**src/rtl/spi_master16.sv**
```systemverilog
// SPI mode-0 master moving one 16-bit word per transfer, MSB first, with guarded slave select.
// Latency: busy for 3*GUARD + 32*CLK_DIV cycles; done pulses in the first cycle after SSEL rises.
// Backpressure: start is only sampled in IDLE; requests while busy are dropped, never queued.
module spi_master16 #(
  parameter int CLK_DIV = 4,
  parameter int GUARD   = 2
) (
  input  logic        clk,
  input  logic        rst_n,
  input  logic        start,
  input  logic [15:0] tx_data,
  output logic        busy,
  output logic        done,
  output logic [15:0] rx_data,
  output logic        SCK,
  output logic        MOSI,
  input  logic        MISO,
  output logic        SSEL
);

  typedef enum logic [2:0] {IDLE, SETUP, XFER, HOLD, GAP} state_t;

  localparam logic [7:0] GUARD_LAST = 8'(GUARD - 1);
  localparam logic [7:0] DIV_LAST   = 8'(CLK_DIV - 1);

  state_t      state, state_nxt;
  logic [7:0]  tmr;       // cycles spent in the current guard phase or SCK half-period
  logic [4:0]  bit_cnt;   // completed SCK periods; stops at 16
  logic [14:0] tx_sh;     // bits still to be sent after the one currently on MOSI
  logic [15:0] rx_sh;
  logic        miso_s1, miso_s2;
  logic        guard_end, half_end;
  logic        busy_nxt, ssel_nxt;

  assign guard_end = (tmr == GUARD_LAST);
  assign half_end  = (tmr == DIV_LAST);

  // Next state plus the registered-output values that depend on it
  always_comb begin
    state_nxt = state;
    busy_nxt  = 1'b0;
    ssel_nxt  = 1'b1;
    case (state)
      IDLE:    if (start) state_nxt = SETUP;
      SETUP:   if (guard_end) state_nxt = XFER;
      XFER:    if (half_end && SCK && bit_cnt == 5'd15) state_nxt = HOLD;
      HOLD:    if (guard_end) state_nxt = GAP;
      GAP:     if (guard_end) state_nxt = IDLE;
      default: state_nxt = IDLE;
    endcase
    busy_nxt = (state_nxt != IDLE);
    ssel_nxt = !(state_nxt == SETUP || state_nxt == XFER || state_nxt == HOLD);
  end

  // State register
  always_ff @(posedge clk or negedge rst_n) begin
    if (!rst_n) state <= IDLE;
    else        state <= state_nxt;
  end

  // Timers, shift registers, MISO synchronizer and all registered outputs
  always_ff @(posedge clk or negedge rst_n) begin
    if (!rst_n) begin
      tmr     <= '0;
      bit_cnt <= '0;
      tx_sh   <= '0;
      rx_sh   <= '0;
      miso_s1 <= 1'b0;
      miso_s2 <= 1'b0;
      busy    <= 1'b0;
      done    <= 1'b0;
      rx_data <= '0;
      SCK     <= 1'b0;
      MOSI    <= 1'b0;
      SSEL    <= 1'b1;
    end else begin
      miso_s1 <= MISO;
      miso_s2 <= miso_s1;
      busy    <= busy_nxt;
      SSEL    <= ssel_nxt;
      done    <= (state == HOLD) && (state_nxt == GAP);
      if (state == HOLD && state_nxt == GAP) rx_data <= rx_sh;

      // Timer restarts on every state change and every SCK half-period
      if (state_nxt != state)          tmr <= '0;
      else if (state == XFER && half_end) tmr <= '0;
      else if (state != IDLE)          tmr <= tmr + 8'd1;

      if (state == IDLE && state_nxt == SETUP) begin
        tx_sh   <= tx_data[14:0];
        MOSI    <= tx_data[15];
        bit_cnt <= '0;
        rx_sh   <= '0;
      end else if (state == XFER && half_end) begin
        if (!SCK) begin
          SCK <= 1'b1;
        end else begin
          // End of high phase: sample the slave, drop SCK, present the next bit
          SCK     <= 1'b0;
          rx_sh   <= {rx_sh[14:0], miso_s2};
          bit_cnt <= bit_cnt + 5'd1;
          if (bit_cnt != 5'd15) begin
            MOSI  <= tx_sh[14];
            tx_sh <= {tx_sh[13:0], 1'b0};
          end
        end
      end
    end
  end

endmodule

```
**config.mk**
```make
export PLATFORM = sky130hd
export DESIGN_NAME = spi_master16
export DESIGN_NICKNAME = d
export VERILOG_FILES = /design/src/rtl/spi_master16.sv
export SDC_FILE = /design/constraint.sdc
export NUM_CORES = 1
export LEC_CHECK = 0
export ABC_CLOCK_PERIOD_IN_PS = 2500
export BUFFER_PORTS_ARGS = -buffer_cell sky130_fd_sc_hd__buf_4
export CORE_AREA = 2 2 87 89
export DETAILED_ROUTE_END_ITERATION = 8
export DIE_AREA = 0 0 89 91
export GPL_TIMING_DRIVEN = 0
export SLEW_MARGIN = 20
export SYNTH_ARGS = -nofsm -noshare
export SYNTH_HDL_FRONTEND = slang
export SYNTH_SLANG_ARGS = --single-unit
export TNS_END_PERCENT = 50
```
**constraint.sdc**
```tcl
create_clock -name clk -period 2.5 [get_ports clk]
set_input_delay 0.25 -clock clk [delete_from_list [all_inputs] [get_ports clk]]
set_output_delay 0.25 -clock clk [all_outputs]
set_load 0.1 [all_outputs]
```
==> summary.txt, run 1 <==
Global route
  • Vias in the first global route: 2211
  • Total GRT Usage: 16.6%
  • First-pass GRT wire length: 10500 um
  • Initial antenna violation count: 0
  • GRT Residual Overflow: 0
  • Largest net degree at the start of global routing: 71

Pwr
  • PwrDens: 1240 mW/mm^2
  • Static leakage power: 1.81 nW
  • Peak VDD IR: 0.696 mV
  • Tot Pwr: 4.75 mW

Worst setup path
  • Critical path endpoint category: flip-flop
  • Crit start category: flip-flop
  • Type of the worst setup path: flip-flop to flip-flop
  • WP data arrival: 2.59 ns
  • Crit path max fanout: 10
  • FF-to-FF setup slack: 0.14 ns
  • CP Data Required Time: 2.72 ns

Run
  • Max_cap viols: 0

Timing
  • TNS Setup: 0 ns
  • Fin crit share: 94.5%
  • Max Slew Vio Count: 0
  • Minimum clock period: 2.36 ns
  • Worst slew pin tran: 0.866 ns
  • Unrepaired setup endpoints after global routing: false
  • Setup violations, final: 0
  • Clock Skews: 0.00691 ns
  • Rel. slew slack: 42.3%
  • Final hold vios: 0
  • Max frequency: 423 MHz

Die
  • Initial Utilization: 44.1%
  • DIE WIDTH: 89 um
  • Core area: 0.00714 mm^2
  • Die area: 0.00810 mm^2
  • IO Pins: 41
  • Die height: 91 um
  • # rows: 31

Clock network
  • Cts hold-fix bufs: 0
  • CTS sink count: 70
  • Clk Latency, worst-skew pair: 0.33 ns
  • Clk buf depth: 2
  • TritonCTS clock tree: done
  • H-tree levels: 3
  • CTS root buffer: clkbuf_8
  • Clk slew on worst S/H paths: 0.07 ns
  • TritonCTS Buffers: 9

Min path
  • Hold Crit Class: primary input to async pin

Synth
  • Number of synthesized flops with an enable pin: 0
  • Synth warnings: 0
  • Synth cell types: 44
  • Asr flop ratio synth: 100%
  • Mean Syn Cell Area: 10.5 um^2
  • Post-Syn Area: 0.00315 mm^2
  • Syn Nets: 324
  • Seq/Total Area, Yosys: 55.7%
  • Cells after synthesis: 300
  • Commonest register cell after synthesis: dfrtp_1
  • Synthesis-stage register bit count: 70

Drt
  • Routed vias: 2279
  • TritonRoute pass-1 iters: 5
  • Final ANT Viol Nets: 0
  • Residual DRC count: 0
  • Routed len/inst: 13.3 um
  • Initial drt markers: 117
  • Final WL: 6080 um
  • Vias/cell: 5.00

Placed design
  • GP Congestion: 0.790
  • I/O Buffers: 40
  • Detailed placement HPWL: 4050 um

Status
  • Status: finished clean

Final layout
  • P&R area growth vs syn: 21.7%
  • Antenna Cells: 0
  • Fillers: 674
  • Layout cells sized above 1: 25.8%
  • Post-layout nets: 377
==> synthesized netlist by cell type, types with 2 or more instances <==
cell type,instances,area (um^2)
o21ai_0,23,115
nor2_1,24,90.1
buf_2,4,20.0
a22oi_1,8,60.1
xor2_1,4,35.0
a21oi_1,11,55.1
dfrtp_1,69,1730
nand2_1,64,240
nand2b_1,3,18.8
inv_1,7,26.3
clkbuf_1,10,37.5
mux2i_1,8,80.1
o41ai_1,3,26.3
mux2_2,17,191
ha_1,4,50.1
nor2b_1,2,12.5
nand4_1,3,18.8
buf_6,4,45.0
o31ai_1,4,30.0
nor3_1,4,20.0
==> final cells by class <==
class                           count  area (um^2)  share of cell area [%]
Buffer                             19          106                    2.78
Sequential cell                    70         1750                    45.8
Timing Repair Buffer               42          315                    8.24
Inverter                            7         26.3                   0.686
Tap cell                           99          124                    3.24
Clock buffer                       11          141                    3.69
Clock inverter                      4         95.1                    2.48
Multi-Input combinational cell    204         1270                    33.1
==> metal layers <==
metal	track usage [%]	routed length [um]	part of all wire, %
met5	0	0	0
met4	5.60	35	0.58
met1	24.3	2990	49
met3	4.45	226	3.7
met2	23.8	2820	46
==> repair_timing <==
item                       4_1_cts  5_1_grt
setup buffers                    0        2
resized for setup                0        3
setup endpoints to repair        0       14
==> placed cells by master, fill, tap and decap left out, types with 2 or more instances in the layout <==
cell type	instances
nand4_1	3
clkbuf_8	10
nor2_1	24
o41ai_1	3
o31ai_1	4
mux2i_1	8
clkbuf_1	11
bufinv_16	3
a22oi_1	8
inv_1	7
ha_1	3
xor2_1	4
mux2_2	17
buf_2	4
nand2b_1	3
nor3_1	4
nor2b_1	2
nand2_1	64
dfrtp_1	68
o21ai_0	23
buf_6	4
buf_4	42
a21oi_1	11
==> power by group <==
part           internal, mW  switching, mW
clock network         0.684          0.398
logic                 0.578           1.49
registers              1.43          0.176
total                  2.69           2.06
==> final timing paths <==
kind,start,end,cells past startpoint
worst max-delay path,tmr[4],rx_data[9],7
worst min-delay path,rst_n,tmr[4],1
worst max register to register,tmr[4],rx_data[9],7
worst min register to register,miso_s1,miso_s2,0
max in group asynchronous,rst_n,tmr[0],1
min in group clk,MISO,miso_s1,1
==> flip-flops by register name, indices dropped and copies added (netlist names) <==
signal	count
SSEL	1
miso_s1	1
done	1
bit_cnt	5
tmr	8
MOSI	1
SCK	1
busy	1
miso_s2	1
rx_sh	16
rx_data	16
tx_sh	15
state	3
==> metrics by stage <==
| step | setup WS [ns] | hold slack [ns] | instances | cell area [um^2] | utilization [%] |
|---|---|---|---|---|---|
| global placement | 0.0244 | 0.339 | 439 | 3570 | 50.0 |
| finish | 0.137 | 0.0272 | 456 | 3830 | 53.6 |
| detailed placement | 0.0312 | 0.335 | 439 | 3570 | 50.0 |
| floorplan | 0.135 | -0.0456 | 300 | 3150 | - |
| global route | 0.0107 | 0.00834 | 456 | 3830 | 53.6 |
| CTS | 0.0226 | 0.0108 | 454 | 3810 | 53.3 |
==> worst max-delay path, cell delays in order, from the launching register on <==
cell and delay (ns):
dfrtp_1 0.37, buf_6 0.13, or4_4 0.50, buf_6 0.15
nor3_4 0.26, nand4b_4 0.25, buf_2 0.28, mux2_2 0.29
==> kinds of logic after synthesis <==
family	Yosys count	synth area share (%)
flops	70	55.7
fa+ha+maj	4	1.59
xor+xnor	5	1.39
mux	25	8.63
compound gates	57	11.3
buf+inv	26	4.22
simple gates	113	17.2
Note: power is estimated with default switching activity, not from simulation.
==> inputs of run 2 (changes only) <==
--- a/config.mk
+++ b/config.mk
@@ -7,10 +7,11 @@
 export LEC_CHECK = 0
 export ABC_CLOCK_PERIOD_IN_PS = 2500
 export BUFFER_PORTS_ARGS = -buffer_cell sky130_fd_sc_hd__buf_4
-export CORE_AREA = 2 2 87 89
+export CORE_AREA = 2 2 81 83
 export DETAILED_ROUTE_END_ITERATION = 8
-export DIE_AREA = 0 0 89 91
+export DIE_AREA = 0 0 83 85
 export GPL_TIMING_DRIVEN = 0
+export PLACE_DENSITY = 0.72
 export SLEW_MARGIN = 20
 export SYNTH_ARGS = -nofsm -noshare
 export SYNTH_HDL_FRONTEND = slang
==> run 2 against run 1 <==
  * Setup slack better by 0.011 ns
  * Cell area is 1.6% lower
  * Utilization is 7.1 points higher
  * Sequential power hardly changed
  * Non-clock buffer count stayed put
  * Worst hold slack worse by 0.017 ns
  * Maximum frequency is 0.47% higher
  * Critical path depth stayed put
  * Total power is 3.3% lower
  * Via count is 1.5% higher
  * Clock power is 16% lower
  * Critical path type unchanged
  * Critical endpoint is now rx_data[7]
  * Highest routed layer unchanged
==> summary.txt, run 2 (synthesis results as in run 1) <==
Final layout
  • Largest regs: rx_data: 16 flops, rx_sh: 16 flops, tx_sh: 15 flops
  • Post-layout nets: 377 (unchanged)
  • Layout cells sized above 1: 26.5% (+0.77 points)
  • Most frequent cells in the layout: dfrtp_1 (68), nand2_1 (64), buf_4 (43), nor2_1 (24), o21ai_0 (23)
  • Final core utilization: 60.7% (+7.1 points)
  • Most common cell after layout, fill and taps aside: dfrtp_1
  • Fillers: 518 (-23%)
  • P&R area growth vs syn: 19.8%
  • Finished Layout Cells: 435 (-4.6%)
  • Fin area: 0.00377 mm^2 (-1.6%)
  • Antenna Cells: 0 (unchanged)

Worst setup path
  • R2r startpoint: tmr[4]
  • Critical path endpoint category: flip-flop
  • Slowest CP cell: or4_4
  • CP peak stage delay: 0.51 ns (about the same)
  • Delay-heaviest family, CP: simple AND/OR/NAND/NOR gates
  • Crit start category: flip-flop
  • Crit path top cell by count: buf_6
  • WP data arrival: 2.58 ns (about the same)
  • CP Buf/Inv Count: 3 (unchanged)
  • Critical-path cell list: buf_6, or4_4, buf_6, nor3_4, nand4b_4, buf_2, mux2_2
  • CP Data Required Time: 2.72 ns (about the same)
  • CP startpoint: tmr[4]
  • Crit path max fanout: 10 (unchanged)
  • Type of the worst setup path: flip-flop to flip-flop

Global route
  • Total GRT Usage: 18.5% (+2.0 points)
  • First-pass GRT wire length: 10500 um (+0.39%)
  • Vias in the first global route: 2253 (+1.9%)
  • GRT Residual Overflow: 0 (unchanged)
  • Largest net degree at the start of global routing: 71 (unchanged)
  • Initial antenna violation count: 0 (unchanged)

Clock network
  • H-tree levels: 3 (unchanged)
  • Clk slew on worst S/H paths: 0.08 ns (about the same)
  • Clk Latency, worst-skew pair: 0.34 ns (about the same)
  • Clk buf depth: 2 (unchanged)
  • TritonCTS clock tree: done
  • Cts hold-fix bufs: 0 (unchanged)
  • CTS root buffer: clkbuf_8
  • TritonCTS Buffers: 9 (unchanged)
  • CTS sink count: 70 (unchanged)

Drt
  • Residual DRC count: 0 (unchanged)
  • Final ANT Viol Nets: 0 (unchanged)
  • Final WL: 5980 um (-1.7%)
  • Routed vias: 2313 (+1.5%)
  • Vias/cell: 5.32 (+6.4%)
  • Routed len/inst: 13.7 um (+3.0%)
  • TritonRoute pass-1 iters: 4 (-1)
  • Initial drt markers: 93 (-21%)

Timing
  • Unrepaired setup endpoints after global routing: false
  • Fin crit share: 94.1% (-0.45 points)
  • Setup violations, final: 0 (unchanged)
  • Worst slew pin tran: 0.853 ns (-0.0130 ns)
  • WHS: 0.0106 ns (-0.0166 ns)
  • Rel. slew slack: 43.1% (+0.86 points)
  • Minimum clock period: 2.35 ns (-0.0111 ns)
  • Max frequency: 425 MHz (+0.47%)
  • Max Slew Vio Count: 0 (unchanged)
  • Final hold vios: 0 (unchanged)
  • TNS Setup: 0 ns (unchanged)
  • Clock Skews: 0.00755 ns (+0.000639 ns)

Pwr
  • Static leakage power: 1.80 nW (-0.77%)
  • Peak VDD IR: 0.724 mV (+4.1%)
  • PwrDens: 1220 mW/mm^2 (-1.7%)

Die
  • Initial Utilization: 50.7% (+6.6 points)
  • Die area: 0.00706 mm^2 (-13%)
  • DIE WIDTH: 83 um (-6.7%)
  • # rows: 29 (-6.5%)
  • IO Pins: 41 (unchanged)
  • Core area: 0.00620 mm^2 (-13%)
  • Die height: 85 um (-6.6%)

Placed design
  • I/O Buffers: 40 (unchanged)
  • Detailed placement HPWL: 4000 um (-1.1%)
  • Inst Count DP: 417 (-5.0%)
  • Cell Area, Placed: 0.00354 mm^2 (-0.77%)
  • GP Congestion: 0.826 (+4.5%)

Min path
  • Hold Crit Class: primary input to async pin

Status
  • Status: finished clean

Run
  • Max_cap viols: 0 (unchanged)
## run 2: cell count changes in the layout (fill, tap and decap cells not counted)
| cell | delta |
|---|---|
| buf_4 | +1 |
| bufinv_16 | -2 |
| clkbuf_1 | -2 |
| clkinv_2 | +2 |
| clkinv_4 | +1 |
| clkinvlp_4 | +1 |
## run 2: worst register-to-register path: stages, from the launching register on
cell      delay, ns
dfrtp_1        0.38
buf_6          0.13
or4_4          0.51
buf_6          0.15
nor3_4         0.26
nand4b_4       0.24
buf_2          0.27
mux2_2         0.29
## run 2: final timing paths
kind	endpoint	slack [ns]	cells after the start
max reg2reg	rx_data[7]	0.15	7
max	rx_data[7]	0.15	7
min in group clk	miso_s1	0.02	1
min	tmr[5]	0.01	1
min reg2reg	miso_s2	0.36	0
max in group asynchronous	tmr[0]	1.89	1
## run 2: layout make-up
class	instances	area [um^2]	area share [%]
Sequential cell	70	1750	46.6
Buffer	18	103	2.72
Clock buffer	10	138	3.65
Inverter	7	26.3	0.697
Timing Repair Buffer	43	323	8.57
Multi-Input combinational cell	204	1270	33.6
Tap cell	77	96.3	2.56
Clock inverter	6	61.3	1.63
## run 2: metal layers
layer	share of wire [%]	track usage (%)	vias up
met1	49	25.9	1129
met5	0	0	-
li1	-	-	1135
met2	46	28.1	42
met3	3.6	4.67	7
met4	1.4	7.30	0
## run 2: where the power goes
group	internal, mW	leakage [nW]	switching [mW]
combinational	0.591	0.780	1.47
clock	0.484	0.102	0.424
sequential	1.43	0.917	0.193
total	2.51	1.80	2.09
## run 2: what timing repair did
action / 4_1_cts / 5_1_grt
gates resized for setup: 0 / 3
buffers inserted: 0 / 3
endpoints found under the setup margin: 0 / 2
## run 2: metrics by stage
stage	power, mW	setup WS (ns)
floorplan	3.23	0.135
global placement	3.65	0.0392
detailed placement	3.69	0.0394
CTS	4.61	0.0141
global route	4.86	0.0247
finish	4.59	0.148
==> inputs of run 3 (changes only) <==
--- a/config.mk
+++ b/config.mk
@@ -5,7 +5,7 @@
 export SDC_FILE = /design/constraint.sdc
 export NUM_CORES = 1
 export LEC_CHECK = 0
-export ABC_CLOCK_PERIOD_IN_PS = 2500
+export ABC_CLOCK_PERIOD_IN_PS = 2200
 export BUFFER_PORTS_ARGS = -buffer_cell sky130_fd_sc_hd__buf_4
 export CORE_AREA = 2 2 81 83
 export DETAILED_ROUTE_END_ITERATION = 8
==> constraint.sdc (replaced) <==
create_clock -name clk -period 2.2 [get_ports clk]
set_input_delay 0.33 -clock clk [delete_from_list [all_inputs] [get_ports clk]]
set_output_delay 0.33 -clock clk [all_outputs]
set_load 0.1 [all_outputs]
==> run 3 against run 2 <==
  * Die area stayed put
  * Register-to-register slack worse by 0.12 ns
  * Setup slack worse by 0.12 ns
  * Combinational power is 17% higher
  * Critical path type unchanged
  * Sequential cell count stayed put
  * Utilization is 1.0 points higher
  * Cell area is 1.7% higher
  * Clock-buffer cell count stayed put
==> summary.txt, run 3 (synthesis results as in run 1) <==
Timing
  • TNS Setup: 0 ns (unchanged)
  • Fin crit share: 98.8% (+4.7 points)
  • WHS: 0.0997 ns (+0.0890 ns)
  • Max Slew Vio Count: 0 (unchanged)
  • Worst slew pin tran: 0.856 ns (+0.00325 ns)
  • Final hold vios: 0 (unchanged)
  • Max frequency: 460 MHz (+8.2%)
  • Unrepaired setup endpoints after global routing: true
  • Minimum clock period: 2.17 ns (-0.178 ns)
  • Setup violations, final: 0 (unchanged)
  • Rel. slew slack: 42.9% (-0.22 points)
  • Clock Skews: 0.00874 ns (+0.00119 ns)

Pwr
  • Reg power frac: 35.2% (-0.2 points)
  • PwrDens: 1380 mW/mm^2 (+13%)
  • P_int: 2.86 mW (+14%)
  • P_sw: 2.41 mW (+15%)
  • Peak VDD IR: 0.868 mV (+20%)
  • Combinational Power Share: 45.9% (+1.0 points)
  • Static leakage power: 1.82 nW (+1.3%)
  • Sw frac: 45.7% (+0.26 points)
  • Clock share of power: 18.9% (-0.9 points)

Worst setup path
  • CP Buf/Inv Count: 1 (-2)
  • Crit start category: flip-flop
  • Type of the worst setup path: flip-flop to flip-flop
  • CP peak stage delay: 0.47 ns (-0.04 ns)
  • Critical-path cell list: ha_4, or4bb_4, nor4_4, and2_4, buf_4, mux2i_1, a21oi_1
  • WP data arrival: 2.38 ns (-0.20 ns)
  • Delay-heaviest family, CP: simple AND/OR/NAND/NOR gates
  • Critical path endpoint category: flip-flop
  • Slowest CP cell: or4bb_4
  • Crit path max fanout: 7 (-3)
  • CP Data Required Time: 2.40 ns (-0.32 ns)

Global route
  • Largest net degree at the start of global routing: 71 (unchanged)
  • GRT Residual Overflow: 0 (unchanged)
  • Most used routing layer: met2
  • Initial antenna violation count: 0 (unchanged)
  • Global routing usage on met3: 3.70% (-0.97 points)
  • GR Util met2: 27.3% (-0.73 points)
  • Vias in the first global route: 2240 (-0.58%)
  • First-pass GRT wire length: 10400 um (-1.4%)
  • Total GRT Usage: 18.3% (-0.24 points)
  • GR Util met1: 25.4% (-0.55 points)

Clock network
  • Clk buf depth: 2 (unchanged)
  • Clk Latency, worst-skew pair: 0.34 ns (about the same)
  • CTS root buffer: clkbuf_8
  • H-tree levels: 3 (unchanged)
  • CTS sink count: 70 (unchanged)
  • TritonCTS clock tree: done
  • Cts hold-fix bufs: 0 (unchanged)
  • TritonCTS Buffers: 9 (unchanged)
  • Clk slew on worst S/H paths: 0.07 ns (about the same)

Drt
  • Routed len/inst: 13.7 um (about the same)
  • Final WL: 6040 um (+1.1%)
  • Final ANT Viol Nets: 0 (unchanged)
  • Vias/cell: 5.24 (-1.4%)
  • TritonRoute pass-1 iters: 4 (unchanged)
  • Initial drt markers: 153 (+65%)
  • Residual DRC count: 0 (unchanged)
  • Routed vias: 2307 (-0.26%)

Die
  • # rows: 29 (unchanged)
  • Initial Utilization: 50.7% (unchanged)
  • Die area: 0.00706 mm^2 (unchanged)
  • DIE WIDTH: 83 um (unchanged)
  • Die height: 85 um (unchanged)
  • IO Pins: 41 (unchanged)
  • Core area: 0.00620 mm^2 (unchanged)

Final layout
  • Most common cell after layout, fill and taps aside: dfrtp_1
  • Fillers: 493 (-4.8%)
  • Layout cells sized above 1: 28.7% (+2.1 points)
  • Largest regs: rx_data: 16 flops, rx_sh: 16 flops, tx_sh: 15 flops
  • Antenna Cells: 0 (unchanged)
  • P&R area growth vs syn: 21.8%
  • Post-layout nets: 382 (+1.3%)
  • Most frequent cells in the layout: dfrtp_1 (67), nand2_1 (64), buf_4 (49), nor2_1 (24), o21ai_0 (23)

Status
  • Status: finished clean

Placed design
  • Detailed placement HPWL: 3920 um (-2.0%)
  • GP Congestion: 0.844 (+2.2%)
  • I/O Buffers: 40 (unchanged)

Run
  • Max_cap viols: 0 (unchanged)

Min path
  • Hold Crit Class: primary input to async pin
## run 3: cell count changes in the layout (fill, tap and decap cells not counted), sizes merged
| cell | change |
|---|---|
| buf | +4 |
| clkbuf | +1 |
| clkinv | -2 |
| clkinvlp | +2 |
## run 3: final timing paths
check / end / depth (start not counted) / slack (ns) / startpoint
setup reg to reg: tx_sh[7] / 7 / 0.03 / tmr[1]
hold / removal: tmr[5] / 1 / 0.1 / rst_n
min in group clk: miso_s1 / 1 / 0.10 / MISO
setup / recovery: tx_sh[7] / 7 / 0.03 / tmr[1]
hold reg to reg: miso_s2 / 0 / 0.35 / miso_s1
max in group asynchronous: state[0] / 1 / 1.52 / rst_n
## run 3: area by class of cell
class	instances	area [um^2]	share of cell area, %
Sequential cell	70	1760	45.8
Tap cell	77	96.3	2.51
Buffer	16	93.8	2.45
Multi-Input combinational cell	204	1290	33.7
Clock inverter	6	62.6	1.63
Clock buffer	10	128	3.33
Timing Repair Buffer	50	379	9.90
Inverter	7	26.3	0.686
## run 3: timing repair
item,4_1_cts,5_1_grt
resized for setup,2,10
setup endpoints to repair,44,44
pin swaps,4,6
setup buffers,7,3
gates cloned,0,0
## run 3: layer usage
layer  vias to the layer above  wire (um)
li1                       1147          -
met1                      1098       2850
met2                        51       2820
met3                        11        228
met4                         0        143
met5                         -          0
## run 3: stage by stage
stage / worst slack, ns / area (um^2) / total power [mW] / instances / util [%]
3_5_place_dp: -0.270 / 3550 / 4.20 / 417 / 57.2
5_1_grt: -0.0896 / 3830 / 5.55 / 440 / 61.7
6_report: 0.0257 / 3830 / 5.27 / 440 / 61.7
3_3_place_gp: -0.263 / 3550 / 4.17 / 417 / 57.2
4_1_cts: 0.00317 / 3790 / 5.25 / 439 / 61.1
2_1_floorplan: -0.0132 / 3150 / 3.68 / 300 / -
## run 3: power by group through the flow
stage	logic [mW]	registers, mW	clock network, mW
finish	2.42	1.85	0.997
global route	2.59	1.90	1.07
CTS	2.41	1.83	1.02
detailed placement	2.35	1.85	0
global placement	2.32	1.84	0
floorplan	0.917	2.77	0
